$ cat src/rtl/mcu_rst_pkg.sv
`default_nettype none
// ============================================================================
//  Module      : mcu_rst_pkg
//  Description : Shared types and constants for the MCU reset controller:
//                FSM state encoding, reset-cause bit positions and default
//                timing parameters.
//  Revision    : 1.0 - initial release
// ============================================================================
package mcu_rst_pkg;

    // Reset sequencing states
    typedef enum logic [1:0] {
        ST_RUN      = 2'd0,
        ST_ASSERT   = 2'd1,
        ST_WAIT_REL = 2'd2
    } rst_state_t;

    // Bit positions inside rst_cause
    localparam int unsigned CAUSE_POR = 0;
    localparam int unsigned CAUSE_BTN = 1;
    localparam int unsigned CAUSE_WDT = 2;

    // Default timing: debounce window and reset pulse length, in clock cycles
    localparam logic [15:0] DEF_DEB_CYCLES   = 16'd50000;
    localparam logic [7:0]  DEF_PULSE_CYCLES = 8'd32;

endpackage : mcu_rst_pkg
`default_nettype wire

$ cat src/rtl/rst_debounce.sv
`default_nettype none
// ============================================================================
//  Module      : rst_debounce
//  Description : Two-flop synchronizer and stability-window debouncer for the
//                external active-low reset button. Emits the debounced level
//                and a one-cycle pulse when the button becomes pressed.
//  Revision    : 1.0 - initial release
// ============================================================================
module rst_debounce
    import mcu_rst_pkg::*;
#(
    parameter logic [15:0] DEB_CYCLES = DEF_DEB_CYCLES
) (
    input  logic sys_clk,
    input  logic sys_rst,
    input  logic pad_rst_btn_b,
    output logic btn_stable,
    output logic btn_press
);

    logic [1:0]  btn_sync;
    logic [15:0] deb_cnt;

    // Bring the asynchronous pad into the clock domain; reset to "released"
    always_ff @(posedge sys_clk) begin
        if (sys_rst) begin
            btn_sync <= 2'b11;
        end else begin
            btn_sync <= {btn_sync[0], pad_rst_btn_b};
        end
    end

    // Accept a new level only after it has differed for DEB_CYCLES cycles in a row;
    // a press pulse is raised only when the accepted level goes from released to pressed
    always_ff @(posedge sys_clk) begin
        if (sys_rst) begin
            btn_stable <= 1'b1;
            deb_cnt    <= 16'd0;
            btn_press  <= 1'b0;
        end else begin
            btn_press <= 1'b0;
            if (btn_sync[1] == btn_stable) begin
                deb_cnt <= 16'd0;
            end else if (deb_cnt == DEB_CYCLES - 16'd1) begin
                btn_stable <= btn_sync[1];
                deb_cnt    <= 16'd0;
                btn_press  <= btn_stable;
            end else begin
                deb_cnt <= deb_cnt + 16'd1;
            end
        end
    end

endmodule : rst_debounce
`default_nettype wire

$ cat src/rtl/mcu_rst_ctrl.sv
`default_nettype none
// ============================================================================
//  Module      : mcu_rst_ctrl
//  Description : MCU reset controller. Combines power-on, debounced button
//                and watchdog requests into a fixed-length registered
//                active-low reset pulse (stretched while the button is held)
//                and keeps a sticky record of what caused it.
//  Revision    : 1.0 - initial release
// ============================================================================
module mcu_rst_ctrl
    import mcu_rst_pkg::*;
#(
    parameter logic [15:0] DEB_CYCLES   = DEF_DEB_CYCLES,
    parameter logic [7:0]  PULSE_CYCLES = DEF_PULSE_CYCLES
) (
    input  logic       sys_clk,
    input  logic       sys_rst,
    input  logic       pad_rst_btn_b,
    input  logic       wdt_rst_req,
    input  logic       cause_clr,
    output logic       mcu_rst_signal,
    output logic [2:0] rst_cause,
    output logic       rst_busy
);

    logic       btn_stable;
    logic       btn_press;
    rst_state_t state;
    logic [7:0] pulse_cnt;
    logic [2:0] cause_set;

    rst_debounce #(
        .DEB_CYCLES (DEB_CYCLES)
    ) u_debounce (
        .sys_clk       (sys_clk),
        .sys_rst       (sys_rst),
        .pad_rst_btn_b (pad_rst_btn_b),
        .btn_stable    (btn_stable),
        .btn_press     (btn_press)
    );

    // Reset sequencer; output is registered alongside the state so it cannot glitch.
    // Requests seen outside ST_RUN are ignored here and only logged as causes.
    always_ff @(posedge sys_clk) begin
        if (sys_rst) begin
            state          <= ST_ASSERT;
            pulse_cnt      <= 8'd0;
            mcu_rst_signal <= 1'b0;
        end else begin
            case (state)
                ST_RUN: begin
                    if (btn_press || wdt_rst_req) begin
                        state          <= ST_ASSERT;
                        pulse_cnt      <= 8'd0;
                        mcu_rst_signal <= 1'b0;
                    end
                end
                ST_ASSERT: begin
                    if (pulse_cnt == PULSE_CYCLES - 8'd1) begin
                        pulse_cnt <= 8'd0;
                        if (btn_stable) begin
                            state          <= ST_RUN;
                            mcu_rst_signal <= 1'b1;
                        end else begin
                            state <= ST_WAIT_REL;
                        end
                    end else begin
                        pulse_cnt <= pulse_cnt + 8'd1;
                    end
                end
                ST_WAIT_REL: begin
                    if (btn_stable) begin
                        state          <= ST_RUN;
                        mcu_rst_signal <= 1'b1;
                    end
                end
                default: begin
                    state          <= ST_ASSERT;
                    pulse_cnt      <= 8'd0;
                    mcu_rst_signal <= 1'b0;
                end
            endcase
        end
    end

    // Busy mirrors the registered reset output exactly
    assign rst_busy = ~mcu_rst_signal;

    // Cause bits requested this cycle
    always_comb begin
        cause_set            = 3'b000;
        cause_set[CAUSE_BTN] = btn_press;
        cause_set[CAUSE_WDT] = wdt_rst_req;
    end

    // Sticky cause register; a same-cycle set beats a clear for that bit
    always_ff @(posedge sys_clk) begin
        if (sys_rst) begin
            rst_cause            <= 3'b000;
            rst_cause[CAUSE_POR] <= 1'b1;
        end else if (cause_clr) begin
            rst_cause <= cause_set;
        end else begin
            rst_cause <= rst_cause | cause_set;
        end
    end

endmodule : mcu_rst_ctrl
`default_nettype wire

$ cat config.mk
export PLATFORM = sky130hd
export DESIGN_NAME = mcu_rst_ctrl
export DESIGN_NICKNAME = d
export VERILOG_FILES = /design/src/rtl/mcu_rst_pkg.sv /design/src/rtl/rst_debounce.sv /design/src/rtl/mcu_rst_ctrl.sv
export SDC_FILE = /design/constraint.sdc
export NUM_CORES = 1
export LEC_CHECK = 0
export ABC_CLOCK_PERIOD_IN_PS = 1850
export CAP_MARGIN = 20
export CORE_AREA = 2 2 55 57
export DETAILED_ROUTE_END_ITERATION = 8
export DIE_AREA = 0 0 57 59
export PLACE_DENSITY_LB_ADDON = 0.15
export SLEW_MARGIN = 20
export SYNTH_ARGS = -nofsm -noshare
export SYNTH_HDL_FRONTEND = slang
export SYNTH_HIERARCHICAL = 1
export SYNTH_SLANG_ARGS = --single-unit
$ cat constraint.sdc
create_clock -name sys_clk -period 1.85 [get_ports sys_clk]
set_input_delay 0.4625 -clock sys_clk [delete_from_list [all_inputs] [get_ports sys_clk]]
set_output_delay 0.4625 -clock sys_clk [all_outputs]
set_load 0.1 [all_outputs]
==> results of run 1 <==
## metrics by stage
step / hold slack [ns] / area, sq um / power (mW) / worst slack [ns]
2_1_floorplan: 0.389 / 1530 / 0.813 / 0.107
3_3_place_gp: 0.396 / 1750 / 0.841 / -0.0691
3_5_place_dp: 0.409 / 1750 / 0.844 / -0.123
4_1_cts: 0.430 / 1830 / 1.35 / 0.0451
5_1_grt: 0.454 / 1840 / 1.39 / 0.0188
6_report: 0.419 / 1840 / 1.34 / 0.0706
## state kept, by name, summed over array words and instances, names as in the netlist
| register | count |
|---|---|
| pulse_cnt | 8 |
| u_debounce/btn_press | 1 |
| u_debounce/btn_stable | 1 |
| u_debounce/deb_cnt | 16 |
| mcu_rst_signal | 1 |
| u_debounce/btn_sync | 2 |
| state | 2 |
| rst_cause | 3 |
## layout make-up
class | instances | area, sq um
sequential | 34 | 683
clock buffer | 8 | 78.8
multi-input combinational | 119 | 798
fill | 220 | 873
tap | 31 | 38.8
inverter | 9 | 37.5
timing repair buffer | 17 | 200
## worst register-to-register path, cell delays in order, from the launching register on
cell and delay (ns):
dfxtp_1 0.33, or4b_1 0.54, or4_4 0.49, a211o_1 0.31
## power by group
group	leakage, nW	switching [mW]	internal [mW]
registers	0.276	0.0102	0.743
clock network	0.0446	0.250	0.260
logic	0.332	0.0419	0.0322
total	0.653	0.302	1.03
## kinds of logic (layout without fill, tap and decap cells)
| kind of cell | after synthesis | in the layout | share of synthesized area, % |
|---|---|---|---|
| AO/OA/AOI/OAI | 17 | 17 | 7.96 |
| AND/OR/NAND/NOR | 76 | 76 | 27.7 |
| flip-flops | 34 | 34 | 44.7 |
| adder cells (fa/ha/maj) | 5 | 5 | 4.11 |
| XOR/XNOR | 21 | 21 | 12.1 |
| buffers and inverters | 12 | 34 | 3.53 |
## worst max path at each step
stage,slack (ns),startpoint,depth (start not counted),endpoint
floorplan,0.11,mcu_rst_signal,2,mcu_rst_signal
global placement,-0.07,wdt_rst_req,6,state[0]
detailed placement,-0.12,wdt_rst_req,6,state[0]
CTS,0.05,pulse_cnt[0],5,state[0]
global route,0.02,pulse_cnt[1],5,state[0]
finish,0.07,u_debounce/deb_cnt[10],3,u_debounce/btn_stable
## routing by layer
| layer | up-vias | GRT usage (%) | routed length [um] |
|---|---|---|---|
| li1 | 616 | - | - |
| met1 | 553 | 20.9 | 1220 |
| met2 | 12 | 34.5 | 1370 |
| met3 | 5 | 4.80 | 70 |
| met4 | 0 | 13.0 | 59 |
| met5 | - | 0 | 0 |
## layout by cell type (no fill, tap or decap), types with 3 or more instances in the layout
master	count
nor2_1	32
dfxtp_1	32
xnor2_1	20
inv_1	8
buf_4	8
nand3_1	7
a21oi_1	5
nor4_1	5
nand2_1	5
nor3_1	5
clkbuf_4	5
buf_12	5
nand4_1	4
a21o_1	4
ha_1	4
clkdlybuf4s50_1	4
o21ai_0	3
clkbuf_8	3
## timing repair
action,CTS,global route
hold buffers,0,0
resized for setup,0,3
endpoints found under the setup margin,0,3
==> run metrics, run 1 <==
largest cells by area after synthesis dfxtp_1 45%, xnor2_1 11%, nor2_1 7.9%; most frequent cell after synthesis dfxtp_1; Yosys warnings 6; post-CTS setup repair buffer count 0; CORE AREA 2710 sq um; share of the synthesized area in the top cell type 44.7%; DRC violations left 0; Worst Path Required 2.08 ns; RSZ-0062 raised after global routing false; status finished clean; final wirelength 2720 um; Worst-Skew Late Latency 0.34 ns; grt ovf 0; DRT antenna net count 0; TritonCTS clock tree done; crit path capture type flip-flop; crit start category flip-flop; minimum clock period after layout 1.78 ns; CP bufs+invs 0; CP max FO 5; Synth-to-Final Area Change 20.5%; CTS Sinks 34; FF-to-FF path depth 3; initial DRC count 38; Die Area 3360 sq um; CTS Buffer Depth 2; I/O Buffers 9; site row count 19; # placed instances 210; top_reg_cell synth dfxtp_1; first-pass GRT wire length 5000 um; Max H-tree Level 2; post-synth cell types 36; endpoints failing setup 0; most frequent cells after synthesis 34 x dfxtp_1, 32 x nor2_1, 20 x xnor2_1; CTS root buffer clkbuf_4; syn avg cell area 9.24 sq um; worst r2r src u_debounce/deb_cnt[10]; Synth area leader dfxtp_1; Worst Clk Skew 0.0119 ns; non-filler instance count after layout 218; Setup Crit Path Kind reg2reg; Max Clock Freq 0.562 GHz; Net Count, Synth 175; min-delay src u_debounce/btn_sync[0]; Max IR drop VDD 0.000737 V; Worst path top cell family by delay simple AND/OR/NAND/NOR gates; Cell Area, Synth 1520 sq um; Post-synth EDFFs 0; number of global-route vias before repair 1237; #FFs+latches synth 34; antenna diode count 0; Worst Hold Depth 1; hold endpoint u_debounce/btn_sync[1]; All-Layer GR Usage 19.6%; cell count after synthesis 165; Via density 5.44; Avg WL per Cell 12.5 um; PwrDens 728 nW/um^2; Die Y 59 um; io pins 10; r2r setup slk 0.07 ns; Tcrit/Tclk final 96.2%; CP max stage cell or4b_1; Layout Utilization 67.8%; register area share after synthesis 44.7%; setup_tns 0 ns; vias after detailed routing 1186; Leakage 0.653 nW; largest net degree at the start of global routing 16; fraction of final layout cells sized beyond drive strength 1 18.2%; final estimated routing congestion in global placement 0.773; Max Transition Viols Final 0; Die Wd 57 um; reg-to-reg endpoint u_debounce/btn_stable; initial core utilization 56.2%; fin nets 196; Worst-Margin Slew 0.387 ns; Pre-antenna DRT Iters 4; Max-slew headroom 73.8%; final hold violations 0; initial antenna violation count 0; critical path's largest stage delay 0.54 ns; CTS clk-pin slew, worst paths 0.11 ns; Detail Placement HPWL 2000 um; CP Data Arrival Time 2.01 ns; Max Cap Viol 0; Async S/R FF share, synth 0%; CTS buffer count 5; worst hold path type reg2reg; crit-path cells or4b_1 > or4_4 > a211o_1
Note: power is estimated with default switching activity, not from simulation.
==> inputs of run 2 (changes only) <==
--- a/config.mk
+++ b/config.mk
@@ -5,11 +5,12 @@
 export SDC_FILE = /design/constraint.sdc
 export NUM_CORES = 1
 export LEC_CHECK = 0
+export ABC_AREA = 1
 export ABC_CLOCK_PERIOD_IN_PS = 1850
 export CAP_MARGIN = 20
-export CORE_AREA = 2 2 55 57
+export CORE_AREA = 2 2 59 61
 export DETAILED_ROUTE_END_ITERATION = 8
-export DIE_AREA = 0 0 57 59
+export DIE_AREA = 0 0 61 63
 export PLACE_DENSITY_LB_ADDON = 0.15
 export SLEW_MARGIN = 20
 export SYNTH_ARGS = -nofsm -noshare
==> run 2 against run 1 <==
Hold slack got worse by 0.0044 ns. Combinational power increased to 10 times the previous value. Via count increased by 21%. Register-to-register slack improved by 0.33 ns. Clock skew decreased by 0.0017 ns. Critical endpoint is now rst_busy. Largest power group unchanged. Highest routed layer unchanged.
==> run metrics, run 2 <==
All-Layer GR Usage 17.9%; Via density 4.80; initial antenna violation count 0; Max IR drop VDD 0.000537 V; PwrDens 1060 nW/um^2; cell count after synthesis 237; largest cells by area after synthesis dfxtp_1 38%, nand2_1 11%, inv_1 6.8%; Worst-Skew Late Latency 0.34 ns; Yosys warnings 6; final estimated routing congestion in global placement 0.836; Worst Clk Skew 0.0101 ns; r2r setup slk 0.40 ns; CTS buffer count 5; Max Transition Viols Final 0; Reg with most FFs u_debounce/deb_cnt; most frequent cells in the layout 51 x nand2_1, 33 x dfxtp_1, 31 x inv_1; top_reg_cell synth dfxtp_1; Cell Area, Synth 1770 sq um; fin nets 263; Worst Path Required 1.39 ns; final hold violations 0; TritonCTS clock tree done; first-pass GRT wire length 5210 um; antenna diode count 0; #FFs+latches synth 34; number of global-route vias before repair 1295; initial core utilization 54.7%; Die Area 3840 sq um; most frequent cells after synthesis 51 x nand2_1, 34 x dfxtp_1, 32 x inv_1; CTS Sinks 34; RSZ-0062 raised after global routing false; most frequent cell after synthesis nand2_1; Sequential Power Share 39.6%; crit start category flip-flop; grt ovf 0; clock power share 24.6%; Net Count, Synth 247; status finished clean; DRT antenna net count 0; CORE AREA 3230 sq um; Tcrit/Tclk final 81.3%; CTS Buffer Depth 2; # placed instances 292; Worst-Margin Slew 0.276 ns; Max-slew headroom 81.5%; sw frac 37.0%; hold_ws 0.415 ns; Worst Setup EP rst_busy; CP max FO 3; DRC violations left 0; Avg WL per Cell 9.99 um; Setup Crit Path Kind reg2out; post-synth cell types 25; minimum clock period after layout 1.50 ns; Die Wd 61 um; crit path capture type primary output; setup_tns 0 ns; syn avg cell area 7.46 sq um; CP Data Arrival Time 1.04 ns; initial DRC count 73; Die Y 63 um; fraction of final layout cells sized beyond drive strength 1 18.9%; Post-synth EDFFs 0; Max Clock Freq 0.665 GHz; hold buffers post-CTS 0; max reg flops 16; CTS clk-pin slew, worst paths 0.10 ns; io pins 10; Max H-tree Level 2; vias after detailed routing 1439; largest registers u_debounce/deb_cnt: 16 flops, pulse_cnt: 8 flops, rst_cause: 3 flops; Detail Placement HPWL 2300 um; Int Power 1.36 mW; post-CTS setup repair buffer count 0; Comb power frac 35.8%; Synth area leader dfxtp_1; site row count 21; worst r2r src u_debounce/deb_cnt[0]; final wirelength 3000 um; register area share after synthesis 38.5%; # fillers 312; Max Cap Viol 0; I/O Buffers 9; Synth-to-Final Area Change 15.0%; endpoints failing setup 0; Leakage 0.775 nW; min setup slack post-route 0.346 ns; most common cell after layout, fill and taps aside nand2_1; post-CTS sizing 0; Layout Utilization 62.9%; Async S/R FF share, synth 0%; Pre-antenna DRT Iters 4; Critical Path Start mcu_rst_signal; switching power 799 uW; reg-to-reg endpoint u_debounce/deb_cnt[12]; worst hold path type reg2reg; non-filler instance count after layout 300; share of the synthesized area in the top cell type 38.5%; FF-to-FF path depth 6; largest net degree at the start of global routing 17; CTS root buffer clkbuf_4; DP Worst Slack 0.150 ns
[run 2: power by group through the flow]
stage                     clock network (mW)  registers (mW)  logic (mW)
final                                  0.530           0.855       0.774
after global routing                   0.577           0.864       0.853
after CTS                              0.551           0.856       0.777
after detailed placement                   0           0.873       0.773
after global placement                     0           0.872       0.764
after floorplan                            0           0.959       0.479
[run 2: cell families (layout without fill, tap and decap cells)]
kind of cell	Yosys count	after routing	synth area share, %
flops	34	34	38.5
simple gates	136	136	39.4
buf+inv	35	52	8.35
xor+xnor	7	7	3.47
compound gates	20	20	6.72
fa+ha+maj	5	5	3.54
[run 2: critical path, cell delays in order (launching register included)]
cell        delay (ns)
dfxtp_2           0.41
clkinvlp_4        0.13
buf_12            0.17
[run 2: worst min-delay path by stage]
stage	depth (start not counted)	endpoint	slack (ns)	from
after floorplan	1	u_debounce/btn_sync[1]	0.39	u_debounce/btn_sync[0]
after detailed placement	1	u_debounce/btn_sync[1]	0.40	u_debounce/btn_sync[0]
after CTS	1	u_debounce/btn_sync[1]	0.43	u_debounce/btn_sync[0]
final	1	u_debounce/btn_sync[1]	0.41	u_debounce/btn_sync[0]
after global placement	1	u_debounce/btn_sync[1]	0.39	u_debounce/btn_sync[0]
after global routing	1	u_debounce/btn_sync[1]	0.44	u_debounce/btn_sync[0]
[run 2: layout make-up]
class                           count  area (sq um)  share of cell area (%)
Multi-Input combinational cell    168           940                    46.2
Clock buffer                        7          45.0                    2.22
Sequential cell                    34           682                    33.5
Inverter                           34           131                    6.46
Tap cell                           46          57.6                    2.83
Timing Repair Buffer               10           148                    7.26
Clock inverter                      1          30.0                    1.48
[run 2: through the flow]
stage | instance area [sq um] | power [mW]
floorplan | 1770 | 1.44
global placement | 1960 | 1.64
detailed placement | 1960 | 1.65
finish | 2030 | 2.16
global route | 2030 | 2.29
CTS | 2030 | 2.19
[run 2: routing by layer]
metal | GRT usage, % | wire length (um) | vias up
met2 | 28.9 | 1480 | 13
met3 | 6.21 | 89 | 4
met5 | 0 | 0 | -
met1 | 21.6 | 1390 | 645
met4 | 6.52 | 35 | 0
li1 | - | - | 777
